<file path="src/rtl/rf_write_arbiter_pkg.sv">
// Shared CPU types for the register-file write arbiter: word/register widths and arbiter states.
package cpu_types_pkg;
  localparam int DATA_W = 32;
  localparam int REG_W  = 5;

  typedef logic [DATA_W-1:0] word_t;
  typedef logic [REG_W-1:0]  regbits_t;

  typedef enum logic {
    NORMAL = 1'b0,
    FORCED = 1'b1
  } arb_state_t;
endpackage

</file>
<file path="src/rtl/rf_write_arbiter_if.sv">
// Writeback request bundle: PIPE and MC handshakes plus the MC register claim.
interface rf_write_arbiter_if;
  import cpu_types_pkg::*;

  logic     pipe_valid;
  logic     pipe_ready;
  regbits_t pipe_wsel;
  word_t    pipe_wdat;
  logic     mc_valid;
  logic     mc_ready;
  regbits_t mc_wsel;
  word_t    mc_wdat;
  logic     mc_claim;
  regbits_t mc_claim_sel;

  modport master (
    output pipe_valid, pipe_wsel, pipe_wdat,
    output mc_valid, mc_wsel, mc_wdat, mc_claim, mc_claim_sel,
    input  pipe_ready, mc_ready
  );

  modport slave (
    input  pipe_valid, pipe_wsel, pipe_wdat,
    input  mc_valid, mc_wsel, mc_wdat, mc_claim, mc_claim_sel,
    output pipe_ready, mc_ready
  );
endinterface

</file>
<file path="src/rtl/rf_write_arbiter_scoreboard.sv">
// rf_scoreboard: per-register outstanding-MC-write flags and decode read-hazard lookup.
module rf_scoreboard
  import cpu_types_pkg::*;
(
  input  logic     CLK,
  input  logic     RST,
  input  logic     claim,
  input  regbits_t claim_sel,
  input  logic     clr,
  input  regbits_t clr_sel,
  input  regbits_t rsel1,
  input  regbits_t rsel2,
  output word_t    busy,
  output logic     hazard
);
  word_t busy_n;

  // Clear first so a same-cycle claim of the same register wins.
  always_comb begin
    busy_n = busy;
    if (clr)
      busy_n[clr_sel] = 1'b0;
    if (claim && (claim_sel != '0))
      busy_n[claim_sel] = 1'b1;
  end

  always_ff @(posedge CLK or posedge RST) begin
    if (RST)
      busy <= '0;
    else
      busy <= busy_n;
  end

  assign hazard = busy[rsel1] | busy[rsel2];
endmodule

</file>
<file path="src/rtl/rf_write_arbiter.sv">
// Register-file write-port arbiter: PIPE priority with MC aging, registered write port.
// Optional scoreboard enabled by defining RF_ARB_SCOREBOARD_EN.
module rf_write_arbiter
  import cpu_types_pkg::*;
#(
  parameter int STARVE_MAX = 4
) (
  input  logic     CLK,
  input  logic     RST,
  rf_write_arbiter_if.slave req,
  input  regbits_t rsel1,
  input  regbits_t rsel2,
  output logic     hazard,
  output word_t    busy,
  output logic     WEN,
  output regbits_t wsel,
  output word_t    wdat
);
  arb_state_t arb_state, arb_state_n;
  logic [3:0] age;
  logic       pipe_xfer, mc_xfer;
  regbits_t   win_sel;
  word_t      win_dat;

  // Ready is held at its reset-safe value while RST is high.
  always_comb begin
    req.pipe_ready = 1'b1;
    req.mc_ready   = 1'b0;
    if (!RST) begin
      if (arb_state == FORCED) begin
        req.pipe_ready = 1'b0;
        req.mc_ready   = 1'b1;
      end else begin
        req.mc_ready   = !req.pipe_valid;
      end
    end
  end

  assign pipe_xfer = req.pipe_valid && req.pipe_ready;
  assign mc_xfer   = req.mc_valid && req.mc_ready;
  assign win_sel   = mc_xfer ? req.mc_wsel : req.pipe_wsel;
  assign win_dat   = mc_xfer ? req.mc_wdat : req.pipe_wdat;

  always_comb begin
    arb_state_n = arb_state;
    case (arb_state)
      NORMAL: if (req.mc_valid && !req.mc_ready && (age == 4'(STARVE_MAX - 1)))
                arb_state_n = FORCED;
      FORCED: if (mc_xfer)
                arb_state_n = NORMAL;
      default: arb_state_n = NORMAL;
    endcase
  end

  always_ff @(posedge CLK or posedge RST) begin
    if (RST) begin
      arb_state <= NORMAL;
      age       <= '0;
    end else begin
      arb_state <= arb_state_n;
      if (!req.mc_valid || mc_xfer)
        age <= '0;
      else if (age < 4'(STARVE_MAX))
        age <= age + 4'd1;
    end
  end

  // Write-port stage: one cycle after the transfer; register 0 never gets WEN.
  always_ff @(posedge CLK or posedge RST) begin
    if (RST) begin
      WEN  <= 1'b0;
      wsel <= '0;
      wdat <= '0;
    end else begin
      WEN <= (pipe_xfer || mc_xfer) && (win_sel != '0);
      if (pipe_xfer || mc_xfer) begin
        wsel <= win_sel;
        wdat <= win_dat;
      end
    end
  end

`ifdef RF_ARB_SCOREBOARD_EN
  rf_scoreboard u_scoreboard (
    .CLK       (CLK),
    .RST       (RST),
    .claim     (req.mc_claim),
    .claim_sel (req.mc_claim_sel),
    .clr       (mc_xfer),
    .clr_sel   (req.mc_wsel),
    .rsel1     (rsel1),
    .rsel2     (rsel2),
    .busy      (busy),
    .hazard    (hazard)
  );
`else
  logic unused_sb;
  assign unused_sb = ^{req.mc_claim, req.mc_claim_sel, rsel1, rsel2};
  assign busy      = '0;
  assign hazard    = 1'b0;
`endif
endmodule

</file>
<file path="src/flat_wrapper.sv">
// flat-port wrapper written by rule: the top's interface ports become plain ports
module rf_write_arbiter_flat import cpu_types_pkg::*;
#(
  parameter int STARVE_MAX = 4
)
  (CLK, RST, rsel1, rsel2, hazard, busy, WEN, wsel, wdat, req_pipe_valid, req_pipe_wsel, req_pipe_wdat, req_mc_valid, req_mc_wsel, req_mc_wdat, req_mc_claim, req_mc_claim_sel, req_pipe_ready, req_mc_ready);
  rf_write_arbiter_if req_i ();
  input  logic CLK;
  input  logic RST;
  input  regbits_t rsel1;
  input  regbits_t rsel2;
  output logic hazard;
  output word_t busy;
  output logic WEN;
  output regbits_t wsel;
  output word_t wdat;
  input wire logic [$bits(req_i.pipe_valid)-1:0] req_pipe_valid;
  input wire logic [$bits(req_i.pipe_wsel)-1:0] req_pipe_wsel;
  input wire logic [$bits(req_i.pipe_wdat)-1:0] req_pipe_wdat;
  input wire logic [$bits(req_i.mc_valid)-1:0] req_mc_valid;
  input wire logic [$bits(req_i.mc_wsel)-1:0] req_mc_wsel;
  input wire logic [$bits(req_i.mc_wdat)-1:0] req_mc_wdat;
  input wire logic [$bits(req_i.mc_claim)-1:0] req_mc_claim;
  input wire logic [$bits(req_i.mc_claim_sel)-1:0] req_mc_claim_sel;
  output wire logic [$bits(req_i.pipe_ready)-1:0] req_pipe_ready;
  output wire logic [$bits(req_i.mc_ready)-1:0] req_mc_ready;
  assign req_i.pipe_valid = req_pipe_valid;
  assign req_i.pipe_wsel = req_pipe_wsel;
  assign req_i.pipe_wdat = req_pipe_wdat;
  assign req_i.mc_valid = req_mc_valid;
  assign req_i.mc_wsel = req_mc_wsel;
  assign req_i.mc_wdat = req_mc_wdat;
  assign req_i.mc_claim = req_mc_claim;
  assign req_i.mc_claim_sel = req_mc_claim_sel;
  assign req_pipe_ready = req_i.pipe_ready;
  assign req_mc_ready = req_i.mc_ready;
  rf_write_arbiter #(.STARVE_MAX(STARVE_MAX)) u_core (.CLK(CLK), .RST(RST), .req(req_i), .rsel1(rsel1), .rsel2(rsel2), .hazard(hazard), .busy(busy), .WEN(WEN), .wsel(wsel), .wdat(wdat));
endmodule
</file>
<file path="config.mk">
export PLATFORM = sky130hd
export DESIGN_NAME = rf_write_arbiter_flat
export DESIGN_NICKNAME = d
export VERILOG_FILES = /design/src/rtl/rf_write_arbiter_pkg.sv /design/src/rtl/rf_write_arbiter_if.sv /design/src/rtl/rf_write_arbiter_scoreboard.sv /design/src/rtl/rf_write_arbiter.sv /design/src/flat_wrapper.sv
export SDC_FILE = /design/constraint.sdc
export NUM_CORES = 1
export LEC_CHECK = 0
export ABC_AREA = 1
export CAP_MARGIN = 20
export CORE_MARGIN = 1
export CORE_UTILIZATION = 37
export DETAILED_ROUTE_END_ITERATION = 16
export PLACE_DENSITY = 0.85
export SLEW_MARGIN = 20
export SYNTH_ARGS = -nofsm -noshare
export SYNTH_HDL_FRONTEND = slang
export SYNTH_SLANG_ARGS = --single-unit
export TNS_END_PERCENT = 1
</file>
<file path="constraint.sdc">
create_clock -name CLK -period 5 [get_ports CLK]
set_clock_uncertainty 0.15 [all_clocks]
set_input_delay 1 -clock CLK [delete_from_list [all_inputs] [get_ports CLK]]
set_output_delay 1 -clock CLK [all_outputs]
set_load 0.02 [all_outputs]
</file>
==> results of run 1 <==
cells in the mapped netlist:
cell type  count
nand4_1        3
conb_1         1
xnor2_1        1
clkbuf_1       5
buf_4         37
dfrtp_1       43
nand2_2        1
a21oi_1        2
buf_2          2
o21ai_1        7
nand3_4        1
buf_6          4
o21ai_0        4
inv_2          4
inv_1         14
nor2_1         6
nand3_1       66
nand2_1       82
nand2_4        1
ha_1           1
flip-flops by register name, summed over array words and instances (netlist names):
register / count
u_core.WEN: 1
u_core.age: 4
u_core.arb_state: 1
u_core.wdat: 32
u_core.wsel: 5
tightest hold or removal path, stage by stage, from the launching register on:
cell     delay (ns)
dfrtp_1        0.34
nand2_1        0.05
nand3_1        0.06
power by group through the flow:
| stage | clock (W) | sequential (W) | combinational [W] |
|---|---|---|---|
| 2_1_floorplan | 0 | 0.000487 | 0.000138 |
| 5_1_grt | 0.000284 | 0.000429 | 0.000382 |
| 4_1_cts | 0.000262 | 0.000422 | 0.000356 |
| 3_3_place_gp | 0 | 0.000427 | 0.000349 |
| 3_5_place_dp | 0 | 0.000429 | 0.000356 |
| 6_report | 0.000254 | 0.000423 | 0.000352 |
layout make-up:
cell class,instances,area (sq um)
multi-input cells,208,924.6
fillers,540,2497
well taps,75,93.84
flip-flops and latches,43,1076
repair buffers,120,1194
clock inverters,1,30.03
clock buffers,6,72.57
inverters,18,67.56
path summary, 6_finish.rpt:
| path | end | slack (ns) | from | cells after the start |
|---|---|---|---|---|
| min in group asynchronous | u_core.wdat[22] | 0.94 | RST | 2 |
| hold / removal | u_core.wdat[26] | 0.34 | u_core.wdat[26] | 2 |
| setup / recovery | req_pipe_ready | 1.01 | RST | 5 |
| setup reg to reg | u_core.wsel[1] | 3.08 | u_core.arb_state | 7 |
| hold reg to reg | u_core.wdat[26] | 0.34 | u_core.wdat[26] | 2 |
| max in group asynchronous | u_core.wdat[14] | 3.03 | RST | 3 |
logic make-up (layout without fill, tap and decap cells):
kind of cell               after synthesis  after routing  synth area share, %
and+or+nand+nor                        160            160                31.07
buffers and inverters                   66            145                18.23
DFF                                     43             43                46.79
AOI/OAI and AO/OA                       13             13                2.829
adders and majority gates                1              1               0.5440
other                                    1             33               0.1631
xor gates and xnor gates                 1              1               0.3809
stage by stage:
step	util, %	area (sq um)
3_3_place_gp	56.34	3356
2_1_floorplan	-	2420
4_1_cts	58.07	3458
5_1_grt	58.07	3458
3_5_place_dp	56.34	3356
6_report	58.07	3458
metal layers:
metal	wire length, um	track usage (%)
met1	2477	21.34
met2	2925	34.29
met3	457	4.944
met4	57	4.286
met5	0	0
==> summary.log, run 1 <==
INFO  synthesis      yosys_register_bits=43
INFO  placement      pre_cts_slack=0.9659ns
INFO  global_routing grt_pass1_wl=9.342mm
INFO  synthesis      synth_sequential_area_ratio=46.79%
INFO  synthesis      synth_largest_area_cell=dfrtp_1
INFO  timing         drv_slew=0
INFO  cells_and_area layout.cells.most_common_list=clkdlybuf4s50_1 (117), nand2_1 (82), nand3_1 (66)
INFO  cells_and_area finalNetCount=491
INFO  drt            initialDrtViolationCount=77
INFO  floorplanning  row_count=28
INFO  clocking       cts-resized-gates=0
INFO  timing         min_period_over_period=79.76%
INFO  timing         fmax=250.7MHz
INFO  critical_path  timing.critical_path.slowest_cell_delay=0.68ns
INFO  placement      port_buffers=117
INFO  clocking       cts_root_buf=clkbuf_8
INFO  timing         setup_repair_after_global_routing_missed_its_margin=false
INFO  critical_path  timing.critical_path.fanout_max=34
INFO  critical_path  worst_ep_arrival_time=2.84ns
INFO  synthesis      synthDominantCellAreaShare=46.79%
INFO  power_and_ir_drop p_leak=1.626nW
INFO  synthesis      ys_warn_count=0
INFO  synthesis      synthesis.area=2300squm
INFO  power_and_ir_drop internal-power=0.0007109W
INFO  timing         whs=0.3366ns
INFO  critical_path  timing.critical_path.buf_inv=4
INFO  global_routing grt_antenna_before_repair=0
INFO  critical_path  crit_slowest_cell=clkdlybuf4s50_1
INFO  cells_and_area area.growth.synth_to_final=50.38%
INFO  floorplanning  effective_utilization_at_floorplan=38.61%
INFO  critical_path  setup.worst_path.class=in2out
INFO  drt            drt-wirelength-per-cell=12.56um
INFO  timing         setup_viol_count_final=0
INFO  floorplanning  pin_count=167
INFO  power_and_ir_drop power_density=297.6nW/um^2
INFO  timing         setup_tns=0ns
INFO  critical_path  startpoint_type=input port
INFO  clocking       cts.hold.buffers_added=0
INFO  critical_path  cpMostUsedCell=clkdlybuf4s50_1
INFO  cells_and_area antennaDiodeCount=0
INFO  status         status=completed
INFO  timing         final_hold_viol_count=0
INFO  power_and_ir_drop p_seq_share=41.1%
INFO  clocking       tritoncts=built
INFO  clocking       htree_num_levels=2
INFO  worst_hold_path hold_path_class=reg2reg
INFO  power_and_ir_drop power_frac_comb=34.3%
INFO  timing         worstMarginPinSlew=0.6606ns
INFO  global_routing groute.usage.overall=18.63%
INFO  critical_path  timing.critical_path.required=3.85ns
INFO  clocking       cts.path.max_buffers=2
INFO  synthesis      synth_area_per_cell=8.069squm
INFO  critical_path  crit_path_cells=clkdlybuf4s50_1 > inv_2 > nand2_2 > buf_4 > clkdlybuf4s50_1
INFO  power_and_ir_drop total_switching_power=0.0003182W
INFO  synthesis      netlist_top_cells_area=dfrtp_1 (47%), nand3_1 (14%), nand2_1 (13%)
INFO  clocking       total_clock_sinks=43
INFO  cells_and_area post_layout_nonfiller_instances=471
INFO  drt            drtPass1Iterations=4
INFO  timing         layout_min_cycle_time=3.988ns
INFO  floorplanning  die_width=80.84um
INFO  drt            routed_wirelength=5.917mm
INFO  critical_path  critPathCaptureType=output port
INFO  floorplanning  die-height=80.84um
INFO  clocking       cts.reportedPaths.clkPinSlew=0.08ns
INFO  cells_and_area mostFrequentLayoutCell=clkdlybuf4s50_1
INFO  power_and_ir_drop power_switching_share=30.92%
INFO  clocking       cts_setup_buffers=0
INFO  power_and_ir_drop clockPowerShare=24.7%
INFO  drt            remaining_design_rule_violation_count=0
INFO  placement      post-place-cells=464
INFO  placement      gp_routability_congestion=0.7080
INFO  floorplanning  dieArea=6534squm
INFO  power_and_ir_drop vdd_ir_drop_max=0.0001411V
INFO  drt            vias_per_cell=4.654
INFO  timing         worst_slack=1.012ns
INFO  cells_and_area fraction_of_layout_instances_using_a_drive_strength_above_1=4.040%
INFO  critical_path  timing.critical_path.max_delay_family=buffers and inverters
INFO  global_routing maximum_number_of_pins_on_one_net_before_global_route_repair=41
INFO  global_routing via_count_of_the_first_global_routing_pass=2,043
INFO  timing         slew_headroom=55.90%
INFO  power_and_ir_drop power.total=0.001029W
INFO  synthesis      synth.distinct_cells=20
INFO  clocking       cts-buffers-inserted=5
INFO  global_routing grt_overflow=0
INFO  placement      post-dp-hpwl=4.278mm
INFO  floorplanning  coreArea=5956squm
INFO  clocking       later_pin_clock_latency_in_the_skew_report=0.28ns
INFO  synthesis      syn_inst=285
INFO  drt            route.antenna.remaining_nets=0
INFO  drt            vias=2,192
INFO  flow_run       maxCapViolCount=0
Note: power is estimated with default switching activity, not from simulation.
==> inputs of run 2 (changes only) <==
--- a/config.mk
+++ b/config.mk
@@ -8,9 +8,9 @@
 export ABC_AREA = 1
 export CAP_MARGIN = 20
 export CORE_MARGIN = 1
-export CORE_UTILIZATION = 37
+export CORE_UTILIZATION = 31
 export DETAILED_ROUTE_END_ITERATION = 16
-export PLACE_DENSITY = 0.85
+export PLACE_DENSITY = 0.75
 export SLEW_MARGIN = 20
 export SYNTH_ARGS = -nofsm -noshare
 export SYNTH_HDL_FRONTEND = slang
==> constraint.sdc (replaced) <==
create_clock -name CLK -period 3.45 [get_ports CLK]
set_clock_uncertainty 0.15 [all_clocks]
set_input_delay 0.69 -clock CLK [delete_from_list [all_inputs] [get_ports CLK]]
set_output_delay 0.69 -clock CLK [all_outputs]
set_load 0.02 [all_outputs]
==> run 2 against run 1 <==
Power rose by 48%. Largest power group unchanged. Cell count up 5.5%. Wire length is 1.3% higher. First-iteration DRC count fell by 48%. Setup slack lost 0.44 ns.
==> summary.log, run 2 (synthesis results as in run 1) <==
INFO  cells_and_area max_flop_register=u_core.wdat
INFO  floorplanning  dieArea=7767squm
INFO  power_and_ir_drop p_leak=1.638nW
INFO  cells_and_area layout.cells.most_common_list=clkdlybuf4s50_1 (117), nand2_1 (82), nand3_1 (66)
INFO  clocking       cts_root_buf=clkbuf_8
INFO  critical_path  cp.depth=5
INFO  floorplanning  pin_count=167
INFO  power_and_ir_drop vdd_ir_drop_max=0.0002220V
INFO  cells_and_area finalNetCount=492
INFO  cells_and_area filler_cell_count=709
INFO  critical_path  timing.critical_path.slowest_cell_delay=0.61ns
INFO  drt            drtPass1Iterations=4
INFO  timing         worstMarginPinSlew=0.6736ns
INFO  global_routing grt_antenna_before_repair=0
INFO  critical_path  timing.critical_path.fanout_max=5
INFO  cells_and_area layout_top_registers=u_core.wdat x32, u_core.wsel x5, u_core.age x4
INFO  cells_and_area area.growth.synth_to_final=52.45%
INFO  timing         setup_viol_count_final=0
INFO  timing         drv_slew=0
INFO  cells_and_area layout.area.seq=1076squm
INFO  cells_and_area combined_area_of_the_multi_input_logic_cells=924.6squm
INFO  critical_path  startpoint_type=input port
INFO  cells_and_area finish.utilization=48.60%
INFO  floorplanning  row_count=31
INFO  cells_and_area final_cell_area=3506squm
INFO  critical_path  worst_ep_arrival_time=2.04ns
INFO  global_routing grt_pass1_wl=9.446mm
INFO  global_routing grt_overflow=0
INFO  placement      gp_routability_congestion=0.7174
INFO  cells_and_area mostFrequentLayoutCell=clkdlybuf4s50_1
INFO  status         status=completed
INFO  global_routing groute.usage.overall=15.86%
INFO  clocking       cts_setup_buffers=0
INFO  global_routing maximum_number_of_pins_on_one_net_before_global_route_repair=41
INFO  flow_run       maxCapViolCount=0
INFO  drt            vias_per_cell=4.419
INFO  clocking       cts.hold.buffers_added=0
INFO  cells_and_area antennaDiodeCount=0
INFO  timing         setup_repair_after_global_routing_missed_its_margin=false
INFO  timing         fmax=347.0MHz
INFO  critical_path  cpMostUsedCell=clkdlybuf4s50_1
INFO  timing         slew_headroom=55.03%
INFO  drt            route.antenna.remaining_nets=0
INFO  clocking       tritoncts=built
INFO  power_and_ir_drop power_density=433.6nW/um^2
INFO  critical_path  worst_r2r_path_depth=7
INFO  clocking       cts.path.max_buffers=2
INFO  timing         final_hold_viol_count=0
INFO  critical_path  timing.critical_path.buf_inv=3
INFO  timing         setup_tns=0ns
INFO  timing         layout_min_cycle_time=2.882ns
INFO  drt            routed_wirelength=5.992mm
INFO  timing         min_period_over_period=83.53%
INFO  floorplanning  effective_utilization_at_floorplan=31.88%
INFO  clocking       htree_num_levels=2
INFO  clocking       cts-resized-gates=0
INFO  critical_path  crit_slowest_cell=clkdlybuf4s50_1
INFO  drt            remaining_design_rule_violation_count=0
INFO  placement      dpl-instance-area=3393squm
INFO  drt            initialDrtViolationCount=40
INFO  critical_path  timing.critical_path.required=2.61ns
INFO  critical_path  crit_path_cells=clkdlybuf4s50_1 > nand2_4 > nand2_1 > inv_1 > clkdlybuf4s50_1
INFO  floorplanning  die-height=88.13um
INFO  drt            vias=2,196
INFO  global_routing via_count_of_the_first_global_routing_pass=2,073
INFO  worst_hold_path hold_path_class=reg2reg
INFO  cells_and_area largest_reg_flops=32
INFO  timing         whs=0.3356ns
INFO  worst_hold_path min_path_cells=2
INFO  drt            drt-wirelength-per-cell=12.06um
INFO  critical_path  setup.worst_path.class=in2out
INFO  critical_path  timing.critical_path.max_delay_family=buffers and inverters
INFO  floorplanning  die_width=88.13um
INFO  critical_path  critPathCaptureType=output port
INFO  placement      port_buffers=117
INFO  clocking       cts-buffers-inserted=5
INFO  cells_and_area fraction_of_layout_instances_using_a_drive_strength_above_1=4.774%
INFO  floorplanning  coreArea=7214squm
INFO  clocking       total_clock_sinks=43
INFO  clocking       later_pin_clock_latency_in_the_skew_report=0.29ns
INFO  placement      post-dp-hpwl=4.410mm
INFO  clocking       cts.reportedPaths.clkPinSlew=0.08ns
## run 2: cell count changes in the layout (fill, tap and decap cells not counted)
cell      previous run  this run
clkinv_4             0         1
clkinv_2             0         1
buf_4                3         4
clkbuf_1             1         0
## run 2: path summary, 6_finish.rpt
kind | start | to | slack, ns
max | req_pipe_valid | req_mc_ready | 0.57
min | u_core.wdat[2] | u_core.wdat[2] | 0.34
max reg2reg | u_core.arb_state | u_core.wsel[0] | 1.51
min reg2reg | u_core.wdat[2] | u_core.wdat[2] | 0.34
max in group asynchronous | RST | u_core.wdat[0] | 2.19
min in group asynchronous | RST | u_core.age[3] | 0.65
## run 2: tightest hold or removal path, cell delays in order (launching register included)
cell	delay (ns)
dfrtp_1	0.35
nand2_1	0.05
nand3_1	0.05
## run 2: area by class of cell
type	instances	area share (%)
inverters	18	1.927
multi-input cells	208	26.37
clock inverters	3	1.249
repair buffers	121	34.26
clock buffers	5	1.963
flip-flops and latches	43	30.69
well taps	99	3.533
## run 2: through the flow
stage	total power [W]	std cells	setup slack, ns
after floorplan	0.0009058	317	0.8701
after global placement	0.001129	489	0.5757
after detailed placement	0.001139	489	0.5754
after CTS	0.001545	497	0.5642
after global routing	0.001608	497	0.5088
final	0.001520	497	0.5682
## run 2: report_power, final
group / switching [W] / internal (W)
clock network: 0.000181 / 0.000216
logic: 0.000266 / 0.000244
registers: 0.0000391 / 0.000574
## run 2: layer usage
layer	part of all wire, %	global-route usage (%)	up-vias
li1	-	-	1071
met5	0	0	-
met1	42	17.86	1020
met4	0.57	4.106	0
met3	8.9	5.184	4
met2	49	28.82	101
==> inputs of run 3 (changes only) <==
--- a/config.mk
+++ b/config.mk
@@ -8,9 +8,9 @@
 export ABC_AREA = 1
 export CAP_MARGIN = 20
 export CORE_MARGIN = 1
-export CORE_UTILIZATION = 31
+export CORE_UTILIZATION = 35
 export DETAILED_ROUTE_END_ITERATION = 16
-export PLACE_DENSITY = 0.75
+export PLACE_DENSITY = 0.81
 export SLEW_MARGIN = 20
 export SYNTH_ARGS = -nofsm -noshare
 export SYNTH_HDL_FRONTEND = slang
==> constraint.sdc (replaced) <==
create_clock -name CLK -period 2.8 [get_ports CLK]
set_clock_uncertainty 0.15 [all_clocks]
set_input_delay 0.56 -clock CLK [delete_from_list [all_inputs] [get_ports CLK]]
set_output_delay 0.56 -clock CLK [all_outputs]
set_load 0.02 [all_outputs]
==> run 3 against run 2 <==
Power is 19% higher. Die area is 11% lower. Critical path depth stayed put. Wire length is 1.3% higher. Combinational power is 24% higher. First-iteration DRC count is 98% higher. Critical endpoint unchanged.
==> summary.log, run 3 (synthesis results as in run 1) <==
INFO  status         status=completed
INFO  critical_path  timing.critical_path.max_delay_family=buffers and inverters
INFO  placement      gp_routability_congestion=0.7387
INFO  critical_path  crit_slowest_cell=clkdlybuf4s50_1
INFO  drt            remaining_design_rule_violation_count=0
INFO  clocking       cts-resized-gates=0
INFO  cells_and_area max_flop_register=u_core.wdat
INFO  timing         setup_repair_after_global_routing_missed_its_margin=false
INFO  global_routing grt_overflow=0
INFO  critical_path  setup.worst_path.class=in2out
INFO  global_routing grt_antenna_before_repair=0
INFO  power_and_ir_drop power_frac_comb=34.8%
INFO  cells_and_area post_layout_nonfiller_instances=476
INFO  cells_and_area finalNetCount=493
INFO  timing         final_hold_viol_count=0
INFO  critical_path  critPathCaptureType=output port
INFO  placement      port_buffers=117
INFO  floorplanning  die_width=83.06um
INFO  critical_path  timing.critical_path.required=2.09ns
INFO  cells_and_area fraction_of_layout_instances_using_a_drive_strength_above_1=4.762%
INFO  placement      post-dp-hpwl=4.431mm
INFO  critical_path  cpMostUsedCell=clkdlybuf4s50_1
INFO  global_routing maximum_number_of_pins_on_one_net_before_global_route_repair=41
INFO  cells_and_area layout_top_registers=u_core.wdat x32, u_core.wsel x5, u_core.age x4
INFO  timing         worst_slack=0.2028ns
INFO  timing         layout_min_cycle_time=2.597ns
INFO  timing         setup_tns=0ns
INFO  floorplanning  die-height=83.06um
INFO  critical_path  crit_path_cells=clkdlybuf4s50_1 > nand2_4 > nand2_1 > inv_1 > clkdlybuf4s50_1
INFO  timing         slew_headroom=55.19%
INFO  cells_and_area combined_area_of_the_multi_input_logic_cells=924.6squm
INFO  floorplanning  coreArea=6350squm
INFO  cells_and_area largest_reg_flops=32
INFO  cells_and_area layout.area.seq=1076squm
INFO  timing         fmax=385.0MHz
INFO  power_and_ir_drop power_density=522.2nW/um^2
INFO  clocking       cts.hold.buffers_added=0
INFO  cells_and_area layout.cells.most_common_list=clkdlybuf4s50_1 (117), nand2_1 (82), nand3_1 (66)
INFO  global_routing via_count_of_the_first_global_routing_pass=2,125
INFO  drt            initialDrtViolationCount=79
INFO  critical_path  timing.critical_path.fanout_max=5
INFO  floorplanning  effective_utilization_at_floorplan=36.22%
INFO  clocking       cts-buffers-inserted=5
INFO  timing         setup_viol_count_final=0
INFO  placement      post-place-cells=468
INFO  drt            routed_wirelength=6.072mm
INFO  floorplanning  dieArea=6899squm
INFO  floorplanning  pin_count=167
INFO  placement      pre_cts_slack=0.1636ns
INFO  clocking       cts.path.max_buffers=2
INFO  power_and_ir_drop total_switching_power=0.0005786W
INFO  cells_and_area filler_cell_count=610
INFO  power_and_ir_drop clockPowerShare=23.6%
INFO  global_routing groute.usage.overall=18.23%
INFO  clocking       tritoncts=built
INFO  cells_and_area area.growth.synth_to_final=51.03%
INFO  critical_path  startpoint_type=input port
INFO  clocking       total_clock_sinks=43
INFO  clocking       cts_root_buf=clkbuf_8
INFO  drt            drtPass1Iterations=4
INFO  clocking       later_pin_clock_latency_in_the_skew_report=0.28ns
INFO  drt            route.antenna.remaining_nets=0
INFO  power_and_ir_drop p_seq_share=41.6%
INFO  timing         whs=0.3347ns
INFO  drt            drt-wirelength-per-cell=12.76um
INFO  cells_and_area antennaDiodeCount=0
INFO  timing         min_period_over_period=92.76%
INFO  critical_path  timing.critical_path.slowest_cell_delay=0.60ns
INFO  worst_hold_path hold_path_class=reg2reg
INFO  power_and_ir_drop power_switching_share=31.90%
INFO  clocking       htree_num_levels=2
INFO  cells_and_area mostFrequentLayoutCell=clkdlybuf4s50_1
INFO  drt            vias=2,195
INFO  timing         drv_slew=0
INFO  floorplanning  row_count=29
INFO  flow_run       maxCapViolCount=0
INFO  timing         worstMarginPinSlew=0.6722ns
INFO  power_and_ir_drop internal-power=0.001235W
INFO  clocking       cts_setup_buffers=0
INFO  drt            vias_per_cell=4.611
INFO  global_routing grt_pass1_wl=10.18mm
INFO  critical_path  worst_ep_arrival_time=1.89ns
INFO  power_and_ir_drop vdd_ir_drop_max=0.0003017V
INFO  clocking       cts.reportedPaths.clkPinSlew=0.08ns
INFO  critical_path  timing.critical_path.buf_inv=3
INFO  power_and_ir_drop p_leak=1.636nW
-- run 3: path summary, 6_finish.rpt --
check / from / to / slack, ns / cells past startpoint
setup reg to reg: u_core.arb_state / u_core.wsel[2] / 0.99 / 6
setup / recovery: req_pipe_valid / req_mc_ready / 0.20 / 5
min in group asynchronous: RST / u_core.wdat[23] / 0.49 / 3
hold / removal: u_core.wdat[25] / u_core.wdat[25] / 0.33 / 2
hold reg to reg: u_core.wdat[25] / u_core.wdat[25] / 0.33 / 2
max in group asynchronous: RST / u_core.wdat[10] / 1.65 / 3
-- run 3: per-stage QoR --
stage	utilization (%)	area [sq um]	total power, W
floorplan	-	2420	0.001116
global placement	53.12	3373	0.001389
detailed placement	53.12	3373	0.001404
CTS	54.70	3473	0.001838
global route	54.70	3473	0.001917
finish	54.70	3473	0.001814
-- run 3: layer usage --
| layer | part of all wire (%) | GRT usage, % | up-vias |
|---|---|---|---|
| li1 | - | - | 1076 |
| met1 | 42 | 21.70 | 1020 |
| met2 | 51 | 33.08 | 97 |
| met3 | 6.7 | 5.169 | 2 |
| met4 | 0.21 | 2.821 | 0 |
| met5 | 0 | 0 | - |
-- run 3: final cells by class --
class | count | share of cell area [%]
Sequential cell | 43 | 30.98
Timing Repair Buffer | 122 | 34.80
Clock buffer | 8 | 2.882
Inverter | 18 | 1.945
Tap cell | 77 | 2.774
Multi-Input combinational cell | 208 | 26.62
-- run 3: power by group through the flow --
| stage | clock (W) | sequential, W | combinational (W) |
|---|---|---|---|
| finish | 0.000427 | 0.000755 | 0.000631 |
| global route | 0.000469 | 0.000767 | 0.000681 |
| CTS | 0.000443 | 0.000755 | 0.000639 |
| detailed placement | 0 | 0.000767 | 0.000636 |
| global placement | 0 | 0.000762 | 0.000627 |
| floorplan | 0 | 0.000870 | 0.000246 |
-- run 3: worst register-to-register path, cell delays in order, from the launching register on --
cell,delay (ns)
dfrtp_1,0.41
inv_2,0.09
nand2_4,0.07
nand3_4,0.16
nand2_1,0.09
inv_2,0.49
o21ai_1,0.21
